## src/rtl/bus_requester_pkg.sv

```systemverilog
// Shared types and constants for the backplane bus requester and its timeout counter.
// Holds the FSM state encoding and the abort cause codes.
package bus_requester_pkg;

  typedef enum logic [2:0] {
    ST_IDLE    = 3'd0,
    ST_REQUEST = 3'd1,
    ST_ADDRESS = 3'd2,
    ST_DATA    = 3'd3,
    ST_RELEASE = 3'd4,
    ST_ABORT   = 3'd5
  } state_t;

  localparam logic [1:0] ERR_NONE      = 2'b00;
  localparam logic [1:0] ERR_GRANT_TO  = 2'b01;
  localparam logic [1:0] ERR_TARGET_TO = 2'b10;
  localparam logic [1:0] ERR_ARB       = 2'b11;

  function automatic logic is_arb_error(input logic [1:0] status);
    return status != ERR_NONE;
  endfunction

endpackage

```

## src/rtl/bus_requester_if.sv

```systemverilog
// Backplane bus signals between one requester slot and the central arbiter.
// Handshake: the requester holds barq_o until bagd_i is seen, then holds
// address_valid_o until target_ready_i; every cycle with data_strobe_i moves one
// word; after barq_o drops the arbiter lowers bagd_i to close the tenure.
interface bus_requester_if;
  logic       barq_o;
  logic       bagd_i;
  logic       address_valid_o;
  logic       target_ready_i;
  logic       data_strobe_i;
  logic [1:0] error_i;

  modport master (
    output barq_o,
    output address_valid_o,
    input  bagd_i,
    input  target_ready_i,
    input  data_strobe_i,
    input  error_i
  );

  modport slave (
    input  barq_o,
    input  address_valid_o,
    output bagd_i,
    output target_ready_i,
    output data_strobe_i,
    output error_i
  );
endinterface

```

## src/rtl/bus_timeout_cnt.sv

```systemverilog
// Cycle watchdog: counts enabled cycles since the last clear and flags expiry
// for exactly one cycle when the count reaches CLK_MAX_TIMEOUT-1.
module bus_timeout_cnt #(
  parameter int CLK_MAX_TIMEOUT = 10
) (
  input  logic clk,
  input  logic reset,
  input  logic i_clear,
  input  logic i_enable,
  output logic o_expired
);

  localparam int CW = $clog2(CLK_MAX_TIMEOUT + 1);
  localparam logic [CW-1:0] LAST = CW'(CLK_MAX_TIMEOUT - 1);

  logic [CW-1:0] r_cnt;

  assign o_expired = i_enable & ~i_clear & (r_cnt == LAST);

  // Self-clearing on expiry keeps the expired flag to a single cycle.
  always_ff @(posedge clk or posedge reset) begin
    if (reset) begin
      r_cnt <= '0;
    end else if (i_clear || o_expired) begin
      r_cnt <= '0;
    end else if (i_enable) begin
      r_cnt <= r_cnt + CW'(1);
    end
  end

endmodule

```

## src/rtl/bus_requester.sv

```systemverilog
// Device-side bus initiator: request/grant, address phase, strobe counting and
// release, with a per-state watchdog and abort on arbiter error or lost grant.
module bus_requester
  import bus_requester_pkg::*;
#(
  parameter int CLK_MAX_TIMEOUT = 10,
  parameter int LEN_W           = 8
) (
  input  logic               clk,
  input  logic               reset,
  input  logic               req_i,
  input  logic [LEN_W-1:0]   len_i,
  output logic               busy_o,
  output logic               done_o,
  output logic               err_o,
  output logic [1:0]         err_code_o,
  output state_t             state_o,
  output logic [LEN_W-1:0]   cnt_o,
  bus_requester_if.master    bus
);

  state_t           r_state;
  logic [LEN_W-1:0] r_len;
  logic [LEN_W-1:0] r_cnt;
  logic             r_busy;
  logic             r_done;
  logic             r_err;
  logic [1:0]       r_err_code;
  logic             r_barq;
  logic             r_av;

  logic             w_arb_abort;
  logic [LEN_W-1:0] w_cnt_inc;
  logic             w_progress;
  logic             w_tmr_en;
  logic             w_tmr_clear;
  logic             w_expired;

  assign w_arb_abort = is_arb_error(bus.error_i) | ~bus.bagd_i;
  assign w_cnt_inc   = r_cnt + LEN_W'(1);

  // Any non-timeout exit from a waiting state (and every strobe) restarts the watchdog.
  always_comb begin
    w_progress = 1'b1;
    case (r_state)
      ST_REQUEST: w_progress = bus.bagd_i;
      ST_ADDRESS: w_progress = bus.target_ready_i | w_arb_abort;
      ST_DATA:    w_progress = bus.data_strobe_i | w_arb_abort;
      ST_RELEASE: w_progress = ~bus.bagd_i;
      default:    w_progress = 1'b1;
    endcase
  end

  assign w_tmr_en    = (r_state == ST_REQUEST) || (r_state == ST_ADDRESS) ||
                       (r_state == ST_DATA)    || (r_state == ST_RELEASE);
  assign w_tmr_clear = w_progress;

  bus_timeout_cnt #(
    .CLK_MAX_TIMEOUT (CLK_MAX_TIMEOUT)
  ) u_timeout (
    .clk       (clk),
    .reset     (reset),
    .i_clear   (w_tmr_clear),
    .i_enable  (w_tmr_en),
    .o_expired (w_expired)
  );

  always_ff @(posedge clk or posedge reset) begin
    if (reset) begin
      r_state    <= ST_IDLE;
      r_len      <= '0;
      r_cnt      <= '0;
      r_busy     <= 1'b0;
      r_done     <= 1'b0;
      r_err      <= 1'b0;
      r_err_code <= ERR_NONE;
      r_barq     <= 1'b0;
      r_av       <= 1'b0;
    end else begin
      r_done <= 1'b0;
      r_err  <= 1'b0;
      case (r_state)
        ST_IDLE: begin
          if (req_i) begin
            r_len      <= len_i;
            r_cnt      <= '0;
            r_err_code <= ERR_NONE;
            r_busy     <= 1'b1;
            r_barq     <= 1'b1;
            r_state    <= ST_REQUEST;
          end
        end
        ST_REQUEST: begin
          if (bus.bagd_i) begin
            r_av    <= 1'b1;
            r_state <= ST_ADDRESS;
          end else if (w_expired) begin
            r_barq     <= 1'b0;
            r_av       <= 1'b0;
            r_err      <= 1'b1;
            r_err_code <= ERR_GRANT_TO;
            r_state    <= ST_ABORT;
          end
        end
        ST_ADDRESS: begin
          if (w_arb_abort) begin
            r_barq     <= 1'b0;
            r_av       <= 1'b0;
            r_err      <= 1'b1;
            r_err_code <= ERR_ARB;
            r_state    <= ST_ABORT;
          end else if (bus.target_ready_i) begin
            if (r_len == '0) begin
              r_barq  <= 1'b0;
              r_av    <= 1'b0;
              r_state <= ST_RELEASE;
            end else begin
              r_state <= ST_DATA;
            end
          end else if (w_expired) begin
            r_barq     <= 1'b0;
            r_av       <= 1'b0;
            r_err      <= 1'b1;
            r_err_code <= ERR_TARGET_TO;
            r_state    <= ST_ABORT;
          end
        end
        ST_DATA: begin
          if (w_arb_abort) begin
            r_barq     <= 1'b0;
            r_av       <= 1'b0;
            r_err      <= 1'b1;
            r_err_code <= ERR_ARB;
            r_state    <= ST_ABORT;
          end else if (bus.data_strobe_i) begin
            r_cnt <= w_cnt_inc;
            if (w_cnt_inc == r_len) begin
              r_barq  <= 1'b0;
              r_av    <= 1'b0;
              r_state <= ST_RELEASE;
            end
          end else if (w_expired) begin
            r_barq     <= 1'b0;
            r_av       <= 1'b0;
            r_err      <= 1'b1;
            r_err_code <= ERR_TARGET_TO;
            r_state    <= ST_ABORT;
          end
        end
        ST_RELEASE: begin
          if (!bus.bagd_i) begin
            r_done  <= 1'b1;
            r_busy  <= 1'b0;
            r_state <= ST_IDLE;
          end else if (w_expired) begin
            r_err      <= 1'b1;
            r_err_code <= ERR_TARGET_TO;
            r_state    <= ST_ABORT;
          end
        end
        ST_ABORT: begin
          r_busy  <= 1'b0;
          r_state <= ST_IDLE;
        end
        default: begin
          r_barq  <= 1'b0;
          r_av    <= 1'b0;
          r_busy  <= 1'b0;
          r_state <= ST_IDLE;
        end
      endcase
    end
  end

  assign busy_o              = r_busy;
  assign done_o              = r_done;
  assign err_o               = r_err;
  assign err_code_o          = r_err_code;
  assign state_o             = r_state;
  assign cnt_o               = r_cnt;
  assign bus.barq_o          = r_barq;
  assign bus.address_valid_o = r_av;

endmodule
```

## src/flat_wrapper.sv

```systemverilog
// flat-port wrapper written by rule: the top's interface ports become plain ports
module bus_requester_flat import bus_requester_pkg::*;
#(
  parameter int CLK_MAX_TIMEOUT = 10,
  parameter int LEN_W           = 8
)
  (clk, reset, req_i, len_i, busy_o, done_o, err_o, err_code_o, state_o, cnt_o, bus_barq_o, bus_address_valid_o, bus_bagd_i, bus_target_ready_i, bus_data_strobe_i, bus_error_i);
  bus_requester_if bus_i ();
  input  logic clk;
  input  logic reset;
  input  logic req_i;
  input  logic [LEN_W-1:0] len_i;
  output logic busy_o;
  output logic done_o;
  output logic err_o;
  output logic [1:0] err_code_o;
  output state_t state_o;
  output logic [LEN_W-1:0] cnt_o;
  output wire logic [$bits(bus_i.barq_o)-1:0] bus_barq_o;
  output wire logic [$bits(bus_i.address_valid_o)-1:0] bus_address_valid_o;
  input wire logic [$bits(bus_i.bagd_i)-1:0] bus_bagd_i;
  input wire logic [$bits(bus_i.target_ready_i)-1:0] bus_target_ready_i;
  input wire logic [$bits(bus_i.data_strobe_i)-1:0] bus_data_strobe_i;
  input wire logic [$bits(bus_i.error_i)-1:0] bus_error_i;
  assign bus_barq_o = bus_i.barq_o;
  assign bus_address_valid_o = bus_i.address_valid_o;
  assign bus_i.bagd_i = bus_bagd_i;
  assign bus_i.target_ready_i = bus_target_ready_i;
  assign bus_i.data_strobe_i = bus_data_strobe_i;
  assign bus_i.error_i = bus_error_i;
  bus_requester #(.CLK_MAX_TIMEOUT(CLK_MAX_TIMEOUT), .LEN_W(LEN_W)) u_core (.clk(clk), .reset(reset), .req_i(req_i), .len_i(len_i), .busy_o(busy_o), .done_o(done_o), .err_o(err_o), .err_code_o(err_code_o), .state_o(state_o), .cnt_o(cnt_o), .bus(bus_i));
endmodule
```

## config.mk

```make
export PLATFORM = sky130hd
export DESIGN_NAME = bus_requester_flat
export DESIGN_NICKNAME = d
export VERILOG_FILES = /design/src/rtl/bus_requester_pkg.sv /design/src/rtl/bus_requester_if.sv /design/src/rtl/bus_timeout_cnt.sv /design/src/rtl/bus_requester.sv /design/src/flat_wrapper.sv
export SDC_FILE = /design/constraint.sdc
export NUM_CORES = 1
export LEC_CHECK = 0
export CORE_UTILIZATION = 23
export DETAILED_ROUTE_END_ITERATION = 10
export SLEW_MARGIN = 10
export SYNTH_ARGS = -nofsm -noshare
export SYNTH_HDL_FRONTEND = slang
export SYNTH_SLANG_ARGS = --single-unit
```

## constraint.sdc

```tcl
create_clock -name clk -period 2.8 [get_ports clk]
set_input_delay 0.28 -clock clk [delete_from_list [all_inputs] [get_ports clk]]
set_output_delay 0.28 -clock clk [all_outputs]
set_load 0.05 [all_outputs]
```

## Word-level counts from Yosys, hierarchy flattened

Cells that the tools add are included.

| cells by class | value |
|---|---|
| eq/ne operators | 18 |
| multiplexer cells | 57 |
| add/subtract/negate cells | 2 |
| bitwise gates (word level) | 10 |
| reduce and logical (&&, ||, !) cells | 20 |

Operators with widths:

| kind | count |
|---|---|
| $mux 3 | 10 |
| $mux 1 | 25 |
| $mux 8 | 3 |
| $mux 2 | 9 |
| $pmux 8 s2 | 1 |
| $pmux 3 s5 | 1 |
| $ne 2x2->1 const B | 7 |
| $pmux 1 s4 | 3 |
| $pmux 2 s5 | 1 |
| $add 8x1->8 const B | 1 |
| $eq 8x8->1 | 1 |
| $logic_not 8->1 | 1 |
| $mux 4 | 2 |
| $ne 4x3->1 const B | 2 |
| $reduce_and 7->1 | 1 |
| $eq 3x2->1 const B | 2 |
| $eq 3x3->1 const B | 2 |
| $ne 3x2->1 const B | 2 |
| $reduce_and 3->1 | 2 |
| $reduce_bool 2->1 | 3 |
| $reduce_or 3->1 | 2 |
| $not 1->1 | 5 |
| $pmux 1 s5 | 1 |
| $reduce_and 5->1 | 1 |
| other kinds (12) | 19 |

| word-level totals | value |
|---|---|
| output and inout bits | 18 |
| logic and storage cells | 117 |
| input port bits | 16 |
| bits in registers | 30 |

## Longest topological paths before layout

Gate-level depths: netlist of the first run.

| logic depth | value |
|---|---|
| word-level depth | 11 |
| depth in mapped cells | 8 |
| mapped depth without buffers | 7 |

## By module

Synthesis of the first run repeated with hierarchy kept, for this count alone.

| unflattened totals | value |
|---|---|
| cells, all modules | 215 |
| area total of the unflattened synthesis | 1956.9 um2 |

By module, submodules not included:

| module | cells each | times used | area an instance (um2) | seq. area each (um2) |
|---|---|---|---|---|
| bus_requester | 194 | 1 | 1737.9 | 650.6 |
| bus_timeout_cnt | 21 | 1 | 219.0 | 100.1 |

## Worst setup path before layout of the first run

No wires, ideal clock.

| timing path | value |
|---|---|
| path type | register to register |
| from | reg u_core.r_cnt[0], in the netlist u_core.cnt_o[0] |
| to | reg u_core.r_av, in the netlist u_core.bus.address_valid_o |
| path buffers | 0 |
| clock period less this slack | 2546 ps |
| library setup time | 129 ps |
| stages on the path, launching flop included | 8 |
| required time | 2671 ps |
| arrival time | 2417 ps |
| path slack | 254 ps |
| cell sequence | dfrtp_1 -> ha_1 -> nand3_1 -> or3_1 -> a2111oi_0 -> o2111ai_1 -> a21oi_2 -> o32ai_1 |

| between the ends | value |
|---|---|
| cells in the longest elaborated chain, start to end | 4 |

Ends and longest elaborated chain:

| item | line | source |
|---|---|---|
| from (decl) | bus_requester.sv:24 | `logic [LEN_W-1:0] r_cnt;` |
| from (signal assigned) | bus_requester.sv:136 | `r_cnt <= w_cnt_inc;` |
| $add 8x1->8 | bus_requester.sv:40 | `assign w_cnt_inc = r_cnt + LEN_W'(1);` |
| $eq 8x8->1 | bus_requester.sv:137 | `if (w_cnt_inc == r_len) begin` |
| $ne 4x3->1 (no source line) | - |  |
| $reduce_and 3->1 (no source line) | - |  |
| to (signal assigned) | bus_requester.sv:131 | `r_av <= 1'b0;` |
| to (signal assigned) | bus_requester.sv:139 | `r_av <= 1'b0;` |
| to (signal assigned) | bus_requester.sv:144 | `r_av <= 1'b0;` |
| to (decl) | bus_requester.sv:30 | `logic r_av;` |

No other way between the ends.
A chain may end at the register's enable or synchronous reset.

## Worst setup path in the final report of the first run

Ends and elaborated chain as after synthesis.

==> results by group, run 1 <==
Status
  • Status: completed

Placed design
  • Placed inst area: 0.00238 mm²
  • Final Wtd Congestion: 0.909
  • Port bufs: 33
  • DP HPWL: 3590 µm

STA
  • RSZ-0062 raised after global routing: no
  • TNS Setup: 0 ns
  • Slew HR: 62.3%
  • Final setup viols: 0
  • Pins Over Slew Limit: 0
  • Least-Margin Pin Slew: 0.563 ns
  • Minimum clock period: 2.44 ns
  • Clock skew: 0.00894 ns
  • Final Hold Fails: 0
  • Max frequency: 410 MHz
  • Final period utilization: 87.1%

Layout
  • Final Cell Area: 0.00247 mm²
  • Nets: 265
  • Fill cells: 822
  • Area Overhead vs Synth: 30.2%
  • Share of cells above drive strength 1: 13.4%
  • Antenna cells: 0

Worst setup path
  • Crit path max-delay cell type: a2111oi_0
  • Critical Path AT: 2.60 ns
  • R2R depth: 7
  • WS Path Type: reg2reg
  • Worst path max stage delay: 0.49 ns
  • Critical Path Sink Type: flip-flop
  • Cells along the critical path: ha_1 -> nand3_1 -> or3_1 -> a2111oi_0 -> o2111ai_1 -> a21oi_2 -> o32ai_1
  • CP startpoint kind: flip-flop
  • Crit Reg-Reg Endpoint: u_core.bus.address_valid_o
  • Reg2reg start: u_core.cnt_o[0]
  • CP Data Required Time: 2.96 ns
  • R2r setup slk: 0.36 ns
  • CP max FO: 7

Global routing
  • Initial antenna violation count: 0
  • Congestion Overflow GR: 0
  • Tot GR Track Use: 11.8%
  • First-pass GRT wire length: 7940 µm
  • Vias in the first global route: 1,626
  • Largest net degree at the start of global routing: 31

Run
  • Max_cap viols: 0

Synth
  • Post-synthesis net count: 224
  • Top cells by count, synth: dfrtp_1 (30), o21ai_0 (21), nand2_1 (19)
  • Flop and latch count out of synthesis: 30
  • Most numerous cell in the Yosys netlist: dfrtp_1
  • Synth unique cells: 60
  • Synthesized area per cell: 9.26 µm²
  • Main synth FF type: dfrtp_1
  • Number of flops mapped to enable cells by yosys: 0
  • Area contributors post-synth: dfrtp_1 (40%), o21ai_0 (5.5%), mux2_2 (4.7%), nand2_1 (3.8%), nor2_1 (3.4%)
  • Cell area after synthesis: 0.00190 mm²
  • Synth warn: 0
  • Post-synthesis async set-or-reset flop share: 100%
  • Sequential-to-total area share from yosys stat: 39.5%
  • Dominant cell type by area after synthesis: dfrtp_1
  • Yosys top cell area share: 39.5%
  • Cell count after synthesis: 205

Route
  • Vias per Instance: 4.98
  • DRC violations left: 0
  • Starting DRT DRC Count: 134
  • WL/cell: 13.7 µm
  • Via Count: 1,737
  • Drt pass-1 iters: 4
  • Post-route antenna net violation count: 0
  • Final WL: 4790 µm

Die
  • Die height: 92.9 µm
  • Starting Density: 24.2%
  • Die area: 0.00863 mm²
  • Core area: 0.00785 mm²
  • Total I/O pin count: 34
  • Cell Rows: 32
  • Die X: 92.9 µm

CTS
  • CTS tree: built
  • Clock Sinks: 30
  • Clk_lat worst skew: 0.29 ns
  • CTS hold repair buffers: 0
  • Clock root buffer: clkbuf_8
  • CTS resizes: 0
  • Worst-path clk slew: 0.07 ns
  • Clock Path Buffers: 2
  • CTS H-Tree Depth: 2
  • Post-CTS setup buffers: 0
  • Num CTS Buffers: 5

Pwr
  • Cell area power density: 957 mW/mm²
  • Max VDD drop: 0.255 mV
  • Pleak: 0.000988 µW

Worst hold path
  • Worst min-delay path category: in2async
critical path, delay by kind of cell, from the launching register on:
kind	cells	cell delay (ns)
AND/OR/NAND/NOR	2	0.46
flip-flops	1	0.45
AO/OA/AOI/OAI	4	1.15
adder cells (fa/ha/maj)	1	0.26
metal layers:
layer  share of wire [%]  up-vias  GRT usage, %  wire, µm
met1                  46      821          15.3      2210
li1                    -      842             -         -
met3                 7.7       11          3.45       371
met4                 2.2        0          5.64       106
met5                   0        -             0         0
met2                  44       63          17.8      2110
through the flow:
| step | setup slack, ns | hold slack, ns | total power (µW) | instances | utilization [%] |
|---|---|---|---|---|---|
| 2_1_floorplan | 0.254 | 0.371 | 1660 | 205 | - |
| 3_3_place_gp | 0.318 | 0.509 | 2000 | 341 | 30.3 |
| 3_5_place_dp | 0.292 | 0.505 | 1990 | 341 | 30.3 |
| 4_1_cts | 0.344 | 0.397 | 2380 | 349 | 31.5 |
| 5_1_grt | 0.164 | 0.442 | 2530 | 349 | 31.5 |
| 6_report | 0.361 | 0.375 | 2370 | 349 | 31.5 |
area by class of cell:
class / instances / area, µm² / area share (%)
multi-input cells: 159 / 1070 / 43.3
repair buffers: 42 / 398 / 16.1
clock buffers: 6 / 82.6 / 3.34
clock inverters: 2 / 12.5 / 0.506
inverters: 8 / 30.0 / 1.21
well taps: 102 / 128 / 5.16
flip-flops and latches: 30 / 751 / 30.4
layout by cell type, fill, tap and decap left out, drive strengths merged, types with 3 or more instances in the layout:
| cell | n |
|---|---|
| a211oi | 3 |
| a21oi | 8 |
| and2 | 6 |
| and3 | 3 |
| buf | 9 |
| clkbuf | 6 |
| clkdlybuf4s50 | 33 |
| dfrtp | 30 |
| ha | 3 |
| inv | 8 |
| mux2 | 8 |
| nand2 | 19 |
| nand3 | 4 |
| nor2 | 17 |
| nor2b | 3 |
| o21ai | 22 |
| o22ai | 4 |
| or3 | 3 |
| or4 | 3 |
| xnor2 | 6 |
| xor2 | 4 |
registers in the layout, summed over array words and instances (netlist names):
name	cells
u_core.cnt_o	8
u_core.r_len	8
u_core.u_timeout.r_cnt	4
u_core.state_o	3
u_core.err_code_o	2
u_core.bus.address_valid_o	1
u_core.bus.barq_o	1
u_core.busy_o	1
u_core.done_o	1
u_core.err_o	1
cells by family (layout without fill, tap and decap cells):
group | Yosys count | count (layout) | synth area share (%)
compound gates | 66 | 66 | 24.1
xor+xnor | 10 | 10 | 4.61
simple gates | 71 | 71 | 20.4
fa+ha+maj | 3 | 3 | 1.98
mux | 9 | 9 | 5.27
flops | 30 | 30 | 39.5
buf+inv | 16 | 58 | 4.08
where the power goes:
| part | switching [µW] | total [µW] | internal (µW) |
|---|---|---|---|
| clock network | 173 | 371 | 197 |
| logic | 737 | 1280 | 545 |
| registers | 145 | 714 | 569 |
| total | 1060 | 2370 | 1310 |
worst max path at each step:
stage                                  to  cells after the start  slack (ns)            start
4_1_cts        u_core.bus.address_valid_o                      7        0.34  u_core.cnt_o[0]
6_report       u_core.bus.address_valid_o                      7        0.36  u_core.cnt_o[0]
3_5_place_dp   u_core.bus.address_valid_o                      7        0.29       bus_bagd_i
3_3_place_gp         u_core.err_code_o[1]                      8        0.32       bus_bagd_i
2_1_floorplan  u_core.bus.address_valid_o                      7        0.25  u_core.cnt_o[0]
5_1_grt        u_core.bus.address_valid_o                      7        0.16  u_core.cnt_o[0]
Note: power is estimated with default switching activity, not from simulation.
==> run 2: changes to the inputs <==
--- a/config.mk
+++ b/config.mk
@@ -5,6 +5,7 @@
 export SDC_FILE = /design/constraint.sdc
 export NUM_CORES = 1
 export LEC_CHECK = 0
+export CORE_MARGIN = 2
 export CORE_UTILIZATION = 23
 export DETAILED_ROUTE_END_ITERATION = 10
 export SLEW_MARGIN = 10
==> constraint.sdc (replaced) <==
create_clock -name clk -period 2.8 [get_ports clk]
set_input_delay 0.28 -clock clk [delete_from_list [all_inputs] [get_ports clk]]
set_output_delay 0.28 -clock clk [all_outputs]
set_load 0.1 [all_outputs]
==> results by group, run 2 (synthesis gave the netlist of run 1 again) <==
STA
  • Minimum clock period: 2.37 ns (-0.0676 ns)
  • Final Hold Fails: 0 (unchanged)
  • Final period utilization: 84.7% (-2.4 points)
  • Pins Over Slew Limit: 0 (unchanged)
  • Slew HR: 53.8% (-8.5 points)
  • WHS: 0.409 ns (+0.0340 ns)
  • Least-Margin Pin Slew: 0.693 ns (+0.130 ns)
  • Clock skew: 0.00869 ns (-0.000249 ns)
  • Final setup viols: 0 (unchanged)
  • TNS Setup: 0 ns (unchanged)
  • Max frequency: 422 MHz (+2.9%)
  • RSZ-0062 raised after global routing: no

Worst setup path
  • Crit Reg-Reg Endpoint: u_core.bus.address_valid_o
  • CP startpoint kind: flip-flop
  • R2R depth: 7 (unchanged)
  • CP max FO: 7 (unchanged)
  • Critical Path AT: 2.53 ns (-0.07 ns)
  • CP Data Required Time: 2.96 ns (about the same)
  • WS Path Type: reg2reg
  • Reg2reg start: u_core.cnt_o[0]
  • Critical Path Sink Type: flip-flop
  • R2r setup slk: 0.43 ns (+0.07 ns)

Layout
  • Area Overhead vs Synth: 27.9%
  • Nets: 265 (unchanged)
  • Antenna cells: 0 (unchanged)
  • Share of cells above drive strength 1: 21.1% (+7.7 points)
  • Most frequent cells in the layout: dfrtp_1 (28), buf_4 (27), o21ai_0 (21), nand2_1 (19), nor2_1 (17)
  • Final core occ: 30.0% (-1.5 points)
  • Commonest non-fill, non-tap cell in the layout: dfrtp_1

CTS
  • Worst-path clk slew: 0.07 ns (about the same)
  • Clock root buffer: clkbuf_8
  • CTS H-Tree Depth: 2 (unchanged)
  • CTS tree: built
  • Clk_lat worst skew: 0.29 ns (about the same)
  • CTS hold repair buffers: 0 (unchanged)
  • Post-CTS setup buffers: 0 (unchanged)
  • CTS resizes: 0 (unchanged)
  • Clock Path Buffers: 2 (unchanged)
  • Clock Sinks: 30 (unchanged)
  • Num CTS Buffers: 5 (unchanged)

Route
  • DRC violations left: 0 (unchanged)
  • Via Count: 1,743 (+0.35%)
  • Vias per Instance: 4.95 (-0.51%)
  • WL/cell: 14.3 µm (+4.5%)
  • Post-route antenna net violation count: 0 (unchanged)
  • Final WL: 5050 µm (+5.4%)
  • Starting DRT DRC Count: 158 (+18%)
  • Drt pass-1 iters: 4 (unchanged)

Placed design
  • Port bufs: 33 (unchanged)
  • Final Wtd Congestion: 0.892 (-1.9%)
  • DP HPWL: 3740 µm (+4.3%)

Global routing
  • Initial antenna violation count: 0 (unchanged)
  • Tot GR Track Use: 12.0% (+0.24 points)
  • Largest net degree at the start of global routing: 21 (-32%)
  • Congestion Overflow GR: 0 (unchanged)
  • First-pass GRT wire length: 8350 µm (+5.2%)
  • Vias in the first global route: 1,609 (-1.0%)

Die
  • Starting Density: 23.5% (-0.73 points)
  • Die area: 0.00900 mm² (+4.4%)
  • Die X: 94.9 µm (+2.2%)
  • Die height: 94.9 µm (+2.2%)
  • Cell Rows: 33 (+3.1%)
  • Core area: 0.00809 mm² (+3.1%)
  • Total I/O pin count: 34 (unchanged)

Pwr
  • Pleak: 0.00101 µW (+2.8%)
  • Max VDD drop: 0.342 mV (+34%)
  • Cell area power density: 1060 mW/mm² (+11%)

Run
  • Max_cap viols: 0 (unchanged)

Worst hold path
  • Worst min-delay path category: in2async

Status
  • Status: completed
-- run 2: metal layers --
metal,vias up,global-route usage [%],routed length (µm),part of all wire [%]
li1,844,-,-,-
met1,837,16.4,2330,46
met2,55,17.9,2350,47
met3,7,2.79,270,5.3
met4,0,5.68,98,1.9
met5,-,0,0,0
-- run 2: metrics by stage --
| stage | std cells | power (µW) | setup WS, ns | instance area [µm²] |
|---|---|---|---|---|
| 2_1_floorplan | 205 | 1890 | 0.0257 | 1900 |
| 3_3_place_gp | 344 | 2210 | 0.246 | 2340 |
| 3_5_place_dp | 344 | 2220 | 0.198 | 2340 |
| 4_1_cts | 352 | 2590 | 0.410 | 2430 |
| 5_1_grt | 352 | 2760 | 0.172 | 2430 |
| 6_report | 352 | 2590 | 0.428 | 2430 |
-- run 2: worst max-delay path by stage --
stage | slack [ns] | startpoint | end
2_1_floorplan | 0.03 | u_core.cnt_o[3] | u_core.bus.address_valid_o
3_3_place_gp | 0.25 | bus_bagd_i | u_core.bus.address_valid_o
3_5_place_dp | 0.20 | bus_bagd_i | u_core.bus.address_valid_o
4_1_cts | 0.41 | u_core.cnt_o[0] | u_core.bus.address_valid_o
5_1_grt | 0.17 | u_core.cnt_o[0] | u_core.bus.address_valid_o
6_report | 0.43 | u_core.cnt_o[0] | u_core.bus.address_valid_o
-- run 2: power by group --
group / total (µW) / internal, µW / switching (µW)
clock network: 369 / 198 / 171
registers: 722 / 569 / 153
logic: 1490 / 521 / 973
total: 2590 / 1290 / 1300
-- run 2: cell type report --
type                       count  area, µm²
fill                         871       5660
multi-input combinational    159       1070
sequential                    30        753
timing repair buffer          42        353
tap                          105        131
clock buffer                   7       86.3
inverter                       8       30.0
clock inverter                 1       5.00
-- run 2: critical path, cell delays in order (launching register included) --
cell	delay, ns
dfrtp_2	0.42
ha_1	0.24
nand3_1	0.11
or3_1	0.37
a2111oi_0	0.46
o2111ai_1	0.31
a21oi_2	0.23
o32ai_1	0.10
==> run 3: changes to the inputs <==
==> constraint.sdc (replaced) <==
create_clock -name clk -period 2.3 [get_ports clk]
set_input_delay 0.23 -clock clk [delete_from_list [all_inputs] [get_ports clk]]
set_output_delay 0.23 -clock clk [all_outputs]
set_load 0.1 [all_outputs]
==> results by group, run 3 (synthesis gave the netlist of run 1 again) <==
Pwr
  • Pleak: 0.00104 µW (+2.7%)
  • Max VDD drop: 0.423 mV (+24%)
  • Cell area power density: 1260 mW/mm² (+18%)

CTS
  • Worst-path clk slew: 0.07 ns (about the same)
  • Clock Path Buffers: 2 (unchanged)
  • CTS tree: built
  • CTS H-Tree Depth: 2 (unchanged)
  • Clk_lat worst skew: 0.29 ns (about the same)
  • Clock Sinks: 30 (unchanged)
  • Num CTS Buffers: 5 (unchanged)
  • CTS resizes: 0 (unchanged)
  • Post-CTS setup buffers: 0 (unchanged)
  • Clock root buffer: clkbuf_8
  • CTS hold repair buffers: 0 (unchanged)

Layout
  • Nets: 274 (+3.4%)
  • Fill cells: 870 (-0.11%)
  • Multi-input gate area: 0.00110 mm² (+2.8%)
  • Commonest non-fill, non-tap cell in the layout: buf_4
  • Most frequent cells in the layout: buf_4 (36), o21ai_0 (21), dfrtp_1 (20), nand2_1 (19), nor2_1 (17)
  • Non-filler cells, final: 361 (+2.6%)
  • Share of cells above drive strength 1: 28.5% (+7.5 points)
  • Reg area: 773 µm² (+2.7%)
  • Area Overhead vs Synth: 34.1%
  • Antenna cells: 0 (unchanged)

Route
  • Drt pass-1 iters: 4 (unchanged)
  • DRC violations left: 0 (unchanged)
  • Final WL: 4930 µm (-2.4%)
  • Post-route antenna net violation count: 0 (unchanged)
  • Via Count: 1,761 (+1.0%)
  • Vias per Instance: 4.88 (-1.5%)
  • WL/cell: 13.7 µm (-4.8%)
  • Starting DRT DRC Count: 91 (-42%)

STA
  • Final Hold Fails: 0 (unchanged)
  • RSZ-0062 raised after global routing: no
  • Slew HR: 71.5% (+18 points)
  • Clock skew: 0.00817 ns (-0.000519 ns)
  • Final setup viols: 0 (unchanged)
  • Max frequency: 475 MHz (+13%)
  • Least-Margin Pin Slew: 0.426 ns (-0.267 ns)
  • Post-route setup slack: 0.197 ns (-0.232 ns)
  • Final period utilization: 91.4% (+6.7 points)
  • Minimum clock period: 2.10 ns (-0.268 ns)
  • Pins Over Slew Limit: 0 (unchanged)

Worst setup path
  • CP max FO: 5 (-2)
  • Critical Path AT: 2.26 ns (-0.27 ns)
  • CP startpoint kind: flip-flop
  • WS Path Type: reg2reg
  • Critical Path Sink Type: flip-flop
  • Worst path max stage delay: 0.45 ns (about the same)
  • Crit path max-delay cell type: dfrtp_4
  • CP Data Required Time: 2.46 ns (-0.50 ns)
  • Cells along the critical path: ha_4 -> nand3_2 -> or3_1 -> a2111oi_2 -> o2111ai_2 -> a21oi_2 -> o32ai_1

Die
  • Core area: 0.00809 mm² (unchanged)
  • Die height: 94.9 µm (unchanged)
  • Total I/O pin count: 34 (unchanged)
  • Die X: 94.9 µm (unchanged)
  • Cell Rows: 33 (unchanged)
  • Starting Density: 23.5% (unchanged)
  • Die area: 0.00900 mm² (unchanged)

Placed design
  • Final Wtd Congestion: 0.858 (-3.8%)
  • Dpl ws: -0.0759 ns (-0.274 ns)
  • DP Cell Count: 353 (+2.6%)
  • Port bufs: 33 (unchanged)
  • DP HPWL: 3700 µm (-1.2%)

Global routing
  • First-pass GRT wire length: 8030 µm (-3.8%)
  • Tot GR Track Use: 11.6% (-0.42 points)
  • Vias in the first global route: 1,603 (-0.37%)
  • Initial antenna violation count: 0 (unchanged)
  • Largest net degree at the start of global routing: 31 (+48%)
  • Congestion Overflow GR: 0 (unchanged)

Worst hold path
  • Worst min-delay path category: in2async

Status
  • Status: completed

Run
  • Max_cap viols: 0 (unchanged)
## run 3: changes by cell type in the layout (fill, tap and decap cells not counted), sizes merged
| cell | change |
|---|---|
| buf | +9 |
## run 3: where the power goes
part | switching [µW] | internal (µW) | leakage (µW) | total, µW
clock | 202 | 241 | 0.0000482 | 443
combinational | 1240 | 675 | 0.000625 | 1910
sequential | 146 | 704 | 0.000368 | 850
## run 3: per-layer routing
metal	vias to the layer above	part of all wire, %	track usage (%)
met3	5	5.3	2.31
met4	0	1.5	4.35
met5	-	0	0
met1	839	48	16.4
li1	869	-	-
met2	48	45	17.5
## run 3: worst paths after layout
kind,endpoint,start,depth (start not counted),slack (ns)
max,u_core.bus.address_valid_o,u_core.cnt_o[1],7,0.20
min,u_core.cnt_o[0],reset,3,0.32
max reg2reg,u_core.bus.address_valid_o,u_core.cnt_o[1],7,0.20
min reg2reg,u_core.err_code_o[1],u_core.err_code_o[1],1,0.52
max in group asynchronous,u_core.state_o[2],reset,3,1.66
min in group clk,u_core.err_code_o[1],u_core.err_code_o[1],1,0.52
## run 3: worst max-delay path, delay by kind of cell, from the launching register on
| family | cells | cell delay, ns |
|---|---|---|
| and+or+nand+nor | 2 | 0.45 |
| AOI/OAI and AO/OA | 4 | 0.92 |
| DFF | 1 | 0.45 |
| adders and majority gates | 1 | 0.16 |
## run 3: stage by stage
stage               cell area, µm²  util, %  hold slack (ns)  setup TNS (ns)  total power [µW]
floorplan                     1940        -            0.320         -0.0117              2310
global placement              2440     30.2            0.504         -0.0990              2740
detailed placement            2440     30.2            0.499          -0.309              2750
CTS                           2540     31.3            0.345               0              3210
global route                  2550     31.5            0.367               0              3420
finish                        2550     31.5            0.325               0              3200
## run 3: area by class of cell
class,instances,area share (%)
Inverter,8,1.18
Clock inverter,1,0.196
Sequential cell,30,30.4
Timing Repair Buffer,51,16.5
Clock buffer,7,3.39
Tap cell,105,5.16
Multi-Input combinational cell,159,43.2
